`config.mk`:
```
export PLATFORM = sky130hd
export DESIGN_NAME = div8_seq
export DESIGN_NICKNAME = d
export VERILOG_FILES = /design/src/rtl/div8_seq.sv
export SDC_FILE = /design/constraint.sdc
export NUM_CORES = 1
export LEC_CHECK = 0
export ABC_AREA = 1
export CAP_MARGIN = 25
export CORE_MARGIN = 1.5
export CORE_UTILIZATION = 30
export DETAILED_ROUTE_END_ITERATION = 8
export HOLD_SLACK_MARGIN = 0.05
export PLACE_DENSITY = 0.46
export SKIP_LAST_GASP = 1
export SLEW_MARGIN = 20
export SYNTH_ARGS = -nofsm -noshare
export SYNTH_HDL_FRONTEND = slang
export SYNTH_SLANG_ARGS = --single-unit
```
`constraint.sdc`:
```
create_clock -name clk -period 2.5 [get_ports clk]
set_input_delay 0.5 -clock clk [delete_from_list [all_inputs] [get_ports clk]]
set_output_delay 0.5 -clock clk [all_outputs]
set_load 0.005 [all_outputs]
```
`src/rtl/div8_seq.sv`:
```
// div8_seq: iterative restoring divider, one quotient bit per clock.
// Signed mode divides magnitudes, then fixes signs in a final cycle.
module div8_seq #(
   parameter int WIDTH = 8
) (
   input  logic             clk,
   input  logic             rst,
   input  logic             start,
   input  logic             sign,
   input  logic [WIDTH-1:0] x,
   input  logic [WIDTH-1:0] y,
   output logic             busy,
   output logic             done,
   output logic [WIDTH-1:0] q,
   output logic [WIDTH-1:0] r,
   output logic             dz,
   output logic             of
);

   localparam logic [1:0] IDLE = 2'd0;
   localparam logic [1:0] RUN  = 2'd1;
   localparam logic [1:0] FIX  = 2'd2;
   localparam logic [1:0] DONE = 2'd3;

   localparam int CW = $clog2(WIDTH);
   localparam logic [WIDTH-1:0] MINV = {1'b1, {(WIDTH-1){1'b0}}};
   localparam logic [WIDTH-1:0] ONES = {WIDTH{1'b1}};

   logic [1:0]       state;
   logic [CW-1:0]    cnt;
   logic             sg;
   logic             zero;
   logic [WIDTH-1:0] xl;
   logic [WIDTH-1:0] yl;
   logic [WIDTH-1:0] ym;
   logic [WIDTH-1:0] rem;
   logic [WIDTH-1:0] quo;

   logic             accept;
   logic [WIDTH-1:0] xmag;
   logic [WIDTH-1:0] ymag;
   logic [WIDTH:0]   trial;
   logic [WIDTH-1:0] restore;
   logic             negq;
   logic             negr;
   logic             ovf;

   assign busy   = (state == RUN) || (state == FIX);
   assign done   = (state == DONE);
   assign accept = start && ((state == IDLE) || (state == DONE));

   // 0x80 magnitude is 128, which still fits WIDTH unsigned bits
   assign xmag = (sign && x[WIDTH-1]) ? -x : x;
   assign ymag = (sign && y[WIDTH-1]) ? -y : y;

   assign trial   = {rem, quo[WIDTH-1]} - {1'b0, ym};
   assign restore = {rem[WIDTH-2:0], quo[WIDTH-1]};

   assign negq = sg && (xl[WIDTH-1] ^ yl[WIDTH-1]);
   assign negr = sg && xl[WIDTH-1];
   assign ovf  = sg && (xl == MINV) && (yl == ONES);

   always_ff @(posedge clk or posedge rst) begin
      if (rst) begin
         state <= IDLE;
         cnt   <= '0;
         sg    <= 1'b0;
         zero  <= 1'b0;
         xl    <= '0;
         yl    <= '0;
         ym    <= '0;
         rem   <= '0;
         quo   <= '0;
         q     <= '0;
         r     <= '0;
         dz    <= 1'b0;
         of    <= 1'b0;
      end else begin
         case (state)
            IDLE, DONE: begin
               if (accept) begin
                  sg    <= sign;
                  xl    <= x;
                  yl    <= y;
                  ym    <= ymag;
                  rem   <= '0;
                  quo   <= xmag;
                  cnt   <= CW'(WIDTH - 1);
                  zero  <= (y == '0);
                  dz    <= 1'b0;
                  of    <= 1'b0;
                  // zero divisor skips the loop but still spends one busy cycle
                  state <= (y == '0) ? FIX : RUN;
               end else begin
                  state <= IDLE;
               end
            end
            RUN: begin
               rem <= trial[WIDTH] ? restore : trial[WIDTH-1:0];
               quo <= {quo[WIDTH-2:0], ~trial[WIDTH]};
               cnt <= cnt - 1'b1;
               if (cnt == '0) begin
                  state <= FIX;
               end
            end
            FIX: begin
               if (zero) begin
                  q  <= ONES;
                  r  <= xl;
                  dz <= 1'b1;
                  of <= 1'b0;
               end else begin
                  q  <= negq ? -quo : quo;
                  r  <= negr ? -rem : rem;
                  dz <= 1'b0;
                  of <= ovf;
               end
               state <= DONE;
            end
            default: state <= IDLE;
         endcase
      end
   end

endmodule
```
Word-level counts from Yosys, hierarchy flattened
Index checks and enable logic that the tools add are counted.
{"block": "word_totals", "regBits": 65, "input_bits": 20, "output_inout_bits": 20, "word_cells": 68}
{"block": "op_classes", "add_sub_neg": 6, "n_eq_ne": 7, "n_mux": 22, "bitwise_logic": 2, "n_reduce_logical": 18}
{"op": "8-bit 2-to-1 mux", "count": 9}
{"op": "8-bit negation", "count": 4}
{"op": "8-bit case mux with 2 select lines", "count": 2}
{"op": "8-bit equality test, second input constant", "count": 2}
{"op": "9-bit by 8-bit subtractor with 9-bit output", "count": 1}
{"op": "8-bit zero test", "count": 1}
{"op": "1-bit logical AND", "count": 7}
{"op": "2-bit 2-to-1 mux", "count": 3}
{"op": "2-bit case mux with 3 select lines", "count": 1}
{"op": "3-bit case mux with 2 select lines", "count": 1}
{"op": "2-bit AND reduction", "count": 3}
{"op": "2-bit equality test, second input constant", "count": 2}
{"op": "1-bit case mux with 2 select lines", "count": 2}
{"op": "2-bit nonzero test", "count": 2}
{"op": "3-bit zero test", "count": 1}
{"op": "1-bit 2-to-1 mux", "count": 3}
{"op": "3-bit 2-to-1 mux", "count": 1}
{"op": "3-bit by 1-bit subtractor with 3-bit output, second input constant", "count": 1}
{"op": "2-bit by 1-bit equality test with 1-bit output, second input constant", "count": 1}
{"op": "2-bit zero test", "count": 1}
{"op": "1-bit logical OR", "count": 2}
{"op": "2-bit by 1-bit inequality test with 1-bit output, second input constant", "count": 1}
{"op": "2-bit inequality test, second input constant", "count": 1}
{"op": "2-bit OR reduction", "count": 1}
{"op": "2 further kinds", "count": 2}

Longest topological paths before layout
{"block": "depth", "ltp_word": 5, "ltp_mapped": 13, "ltp_nobuf": 13}

Worst setup path before layout
Ideal clock, no wire load.
{"block": "synth_timing", "path_type": "register -> register", "from": "register quo[7]", "to": "register quo[0]", "setup_ns": 0.120, "arrival_ns": 1.674, "required_ns": 2.380, "slack_ns": 0.705, "stages_incl_launch_ff": 13, "synth_period_minus_slack_ns": 1.795, "path_cell_list": "dfrtp_1 -> inv_1 -> ha_1 -> inv_1 -> fa_1 -> nand2_1 -> nand2_2 -> nand3_4 -> nand2_4 -> nand2_4 -> nand2_4 -> o21ai_1 -> nand2_1"}
{"block": "synth_between", "elab_chain_len": 3}
{"item": "start, declared", "line": "37", "rtl": "logic [WIDTH-1:0] quo;"}
{"item": "start signal, assigned", "line": "87", "rtl": "quo <= xmag;"}
{"item": "start signal, assigned", "line": "100", "rtl": "quo <= {quo[WIDTH-2:0], ~trial[WIDTH]};"}
{"item": "9-bit by 8-bit subtractor with 9-bit output", "line": "56", "rtl": "assign trial = {rem, quo[WIDTH-1]} - {1'b0, ym};"}
{"item": "1-bit NOT", "line": "100"}
{"item": "8-bit case mux with 2 select lines", "line": "79", "rtl": "case (state)"}
No other way between the ends.
A chain may end at the register's enable or synchronous reset.

Final worst setup path
{"block": "layout_timing", "from": "register state[0]", "to": "output busy"}
{"block": "layout_between", "elab_chain_len": 2, "elab_cells_between_ends": 3}
{"item": "start, declared", "line": "29", "rtl": "logic [1:0] state;"}
{"item": "start signal, assigned", "line": "93", "rtl": "state <= (y == '0) ? FIX : RUN;"}
{"item": "2-bit by 1-bit equality test with 1-bit output or 2-bit equality test (tied branches)", "line": "48", "rtl": "assign busy = (state == RUN) || (state == FIX);"}
{"item": "1-bit logical OR (*)", "line": "48"}
{"item": "end, declared", "line": "12", "rtl": "output logic busy,"}
Every way passes the cells marked *; elsewhere a longest branch is shown, timed or not.

==> reports/qor.txt <==
Min-Delay Path Depth: 2
Period utilization: 0.925
Synth Flop Type: dfrtp_1
Detail Route Antenna Nets: 0
Root buf cell: clkbuf_16
CP max FO: 4
Final GP Congestion: 0.800
WL final: 10400 um
Die Span Y: 117 um
Synth Cell Area: 3880 sq um
Post-route cell area: 4800 sq um
Antenna diodes: 0
# Post-CTS Setup Buffers: 0
Final setup viols: 0
TritonCTS clock tree: built
Boundary pin count: 40
Reg2reg start: quo[7]$_DFFE_PP0P_
Hold wc startpoint: of$_DFFE_PP0P_
Number of CTS-inserted buffers: 9
Synth warn: 0
Post-Synthesis Cells: 509
Critical Path Source Type: flop
R2R cell count: 12
Initial Util: 0.307
Reg2reg setup slack: 0.52 ns
Remaining global-route overflow: 0
Clk_skew: 0.00542 ns
Hold buffers post-CTS: 0
Initial antenna violation count: 0
CTS resizes: 0
Final Net Count: 594
Max incr delay on CP: 0.52 ns
Yosys top cell by area: dfrtp_1
Final core occ: 0.380
Commonest cells after routing, fill and taps aside: nand2_1, inv_1, dfrtp_1
Critical path launch point: state[0]$_DFFE_PP0P_
Ys async rst share: 1.00
Ranking of synthesized cells by area: dfrtp_1, nand2_1, inv_1
Critical path class: flop to output port
Slowest-stage cell, CP: clkdlybuf4s50_1
Vias per cell: 4.68
Initial DRC count: 173
Rel. slew slack: 0.648
DR WL/cell: 14.1 um
Hold path endpoint: of$_DFFE_PP0P_
Post-synth EDFFs: 0
Mean post-synth cell area: 7.62 sq um
Reg area: 1600 sq um
Clock transition at the registers of the reported paths: 0.05 ns
Total core area: 12600 sq um
F_max: 432 MHz
Clk Latency, worst-skew pair: 0.33 ns
Vias in the first global route: 3295
I/O Buffers: 39
Worst-path cell chain: inv_1 > ha_1 > inv_1 > clkdlybuf4s50_1
Longest Clk Path Bufs: 2
RSZ-0062 raised after global routing: no
Crit path DAT: 1.81 ns
Worst path required time: 2.00 ns
Max IR drop VDD: 0.000602 V
Crit path top cell by count: inv_1
Clock sink count: 64
Area occupied by multi-input gates: 1910 sq um
GRT Resource Usage Total: 0.167
Slew Viols, Final: 0
Mapped Nets: 547
Area after DPL: 4500 sq um
Vias: 3428
Crit path time final: 2.31 ns
Layout cells sized above 1: 0.0766
Die ar.: 13600 sq um
Largest net degree at the start of global routing: 37
Outcome: finished clean
HP Class: flop to flop
# rows: 41
First-pass GRT wire length: 17300 um
Total negative slack: 0 ns
Fill count: 1339
Number of H-tree levels: 3
Share of the synthesized area in the top cell type: 0.413
Max Cap Viol: 0
Final Hold Violating Endpoints: 0
Synthesized flop and latch total: 64
Pre-antenna DRT Iters: 4
PwrDens: 1460 nW/um^2
Distinct cell type count of the synthesized netlist: 37
Sequential share of the synthesized area: 0.413
LEAKAGE: 2.34 nW
Die X: 117 um
Reg-to-reg endpoint: quo[0]$_DFFE_PP0P_
Drt drc: 0
Commonest non-fill, non-tap cell in the layout: nand2_1
DP HPWL: 8000 um
Slew @ Worst Pin: 0.527 ns
Synth-to-Final Area Change: 23.6%
Setup crit end kind: output port
-- cells in the mapped netlist, types with 2 or more instances --
library cell / n
nand2_4: 3
nor2_2: 2
a21oi_4: 2
a21oi_1: 15
nand3b_1: 3
nand4_1: 4
clkbuf_1: 4
inv_2: 4
o21bai_1: 4
dfrtp_1: 64
nor3_1: 7
nand3_4: 2
o21ai_1: 2
o31ai_1: 4
o21ai_0: 38
o22ai_1: 6
a22oi_1: 7
nor4_1: 2
inv_1: 78
o211ai_1: 8
nand2_2: 3
xor2_1: 7
ha_1: 17
nor2_4: 2
nor2_1: 30
buf_2: 4
nand3_1: 45
buf_4: 2
nand2_1: 132
-- state kept, by name, summed over array words and instances, names as in the netlist, 3 cells and up --
name	count
cnt	3
q	8
quo	8
r	8
rem	8
xl	8
yl	8
ym	7
-- area by class of cell --
class                      instances  area share
multi-input combinational        352       0.398
sequential                        64       0.334
timing repair buffer              47      0.0965
inverter                          82      0.0642
clock buffer                      13      0.0543
tap                              172      0.0449
clock inverter                     3     0.00835
-- stage by stage --
step / hold slack, ns / cells / total power, W / setup slack (ns)
after detailed placement: 0.473 / 717 / 0.00576 / 0.498
after global routing: 0.511 / 733 / 0.00774 / 0.101
final: 0.486 / 733 / 0.00700 / 0.187
after CTS: 0.489 / 733 / 0.00708 / 0.179
after floorplan: 0.453 / 509 / 0.00463 / 0.402
after global placement: 0.471 / 717 / 0.00575 / 0.527
-- kinds of logic after synthesis --
family,synth area share
adders and majority gates,0.0600
and+or+nand+nor,0.275
AOI/OAI and AO/OA,0.139
buffers and inverters,0.0951
DFF,0.413
xor gates and xnor gates,0.0181
-- power breakdown --
group | leakage [nW] | internal, W | total, W | switching (W)
sequential | 0.788 | 0.00151 | 0.00187 | 0.000360
clock | 0.150 | 0.000823 | 0.00126 | 0.000440
combinational | 1.40 | 0.00148 | 0.00386 | 0.00238
-- worst max path at each step --
stage	endpoint	slack (ns)	depth (start not counted)
global route	busy	0.10	4
global placement	state[1]$_DFFE_PP0P_	0.53	9
finish	busy	0.19	4
CTS	busy	0.18	4
floorplan	cnt[0]$_DFFE_PP0P_	0.40	1
detailed placement	rem[6]$_DFFE_PP0P_	0.50	12
-- worst max-delay path, delay by kind of cell, from the launching register on --
| kind | cells | cell delay, ns |
|---|---|---|
| buffers and inverters | 3 | 0.72 |
| DFF | 1 | 0.41 |
| adders and majority gates | 1 | 0.35 |
-- routing by layer --
| metal | GRT usage | wire length (um) |
|---|---|---|
| met1 | 0.243 | 5290 |
| met2 | 0.255 | 4610 |
| met3 | 0.0353 | 368 |
| met4 | 0.0361 | 87 |
| met5 | 0 | 0 |
Note: power is estimated with default switching activity, not from simulation.
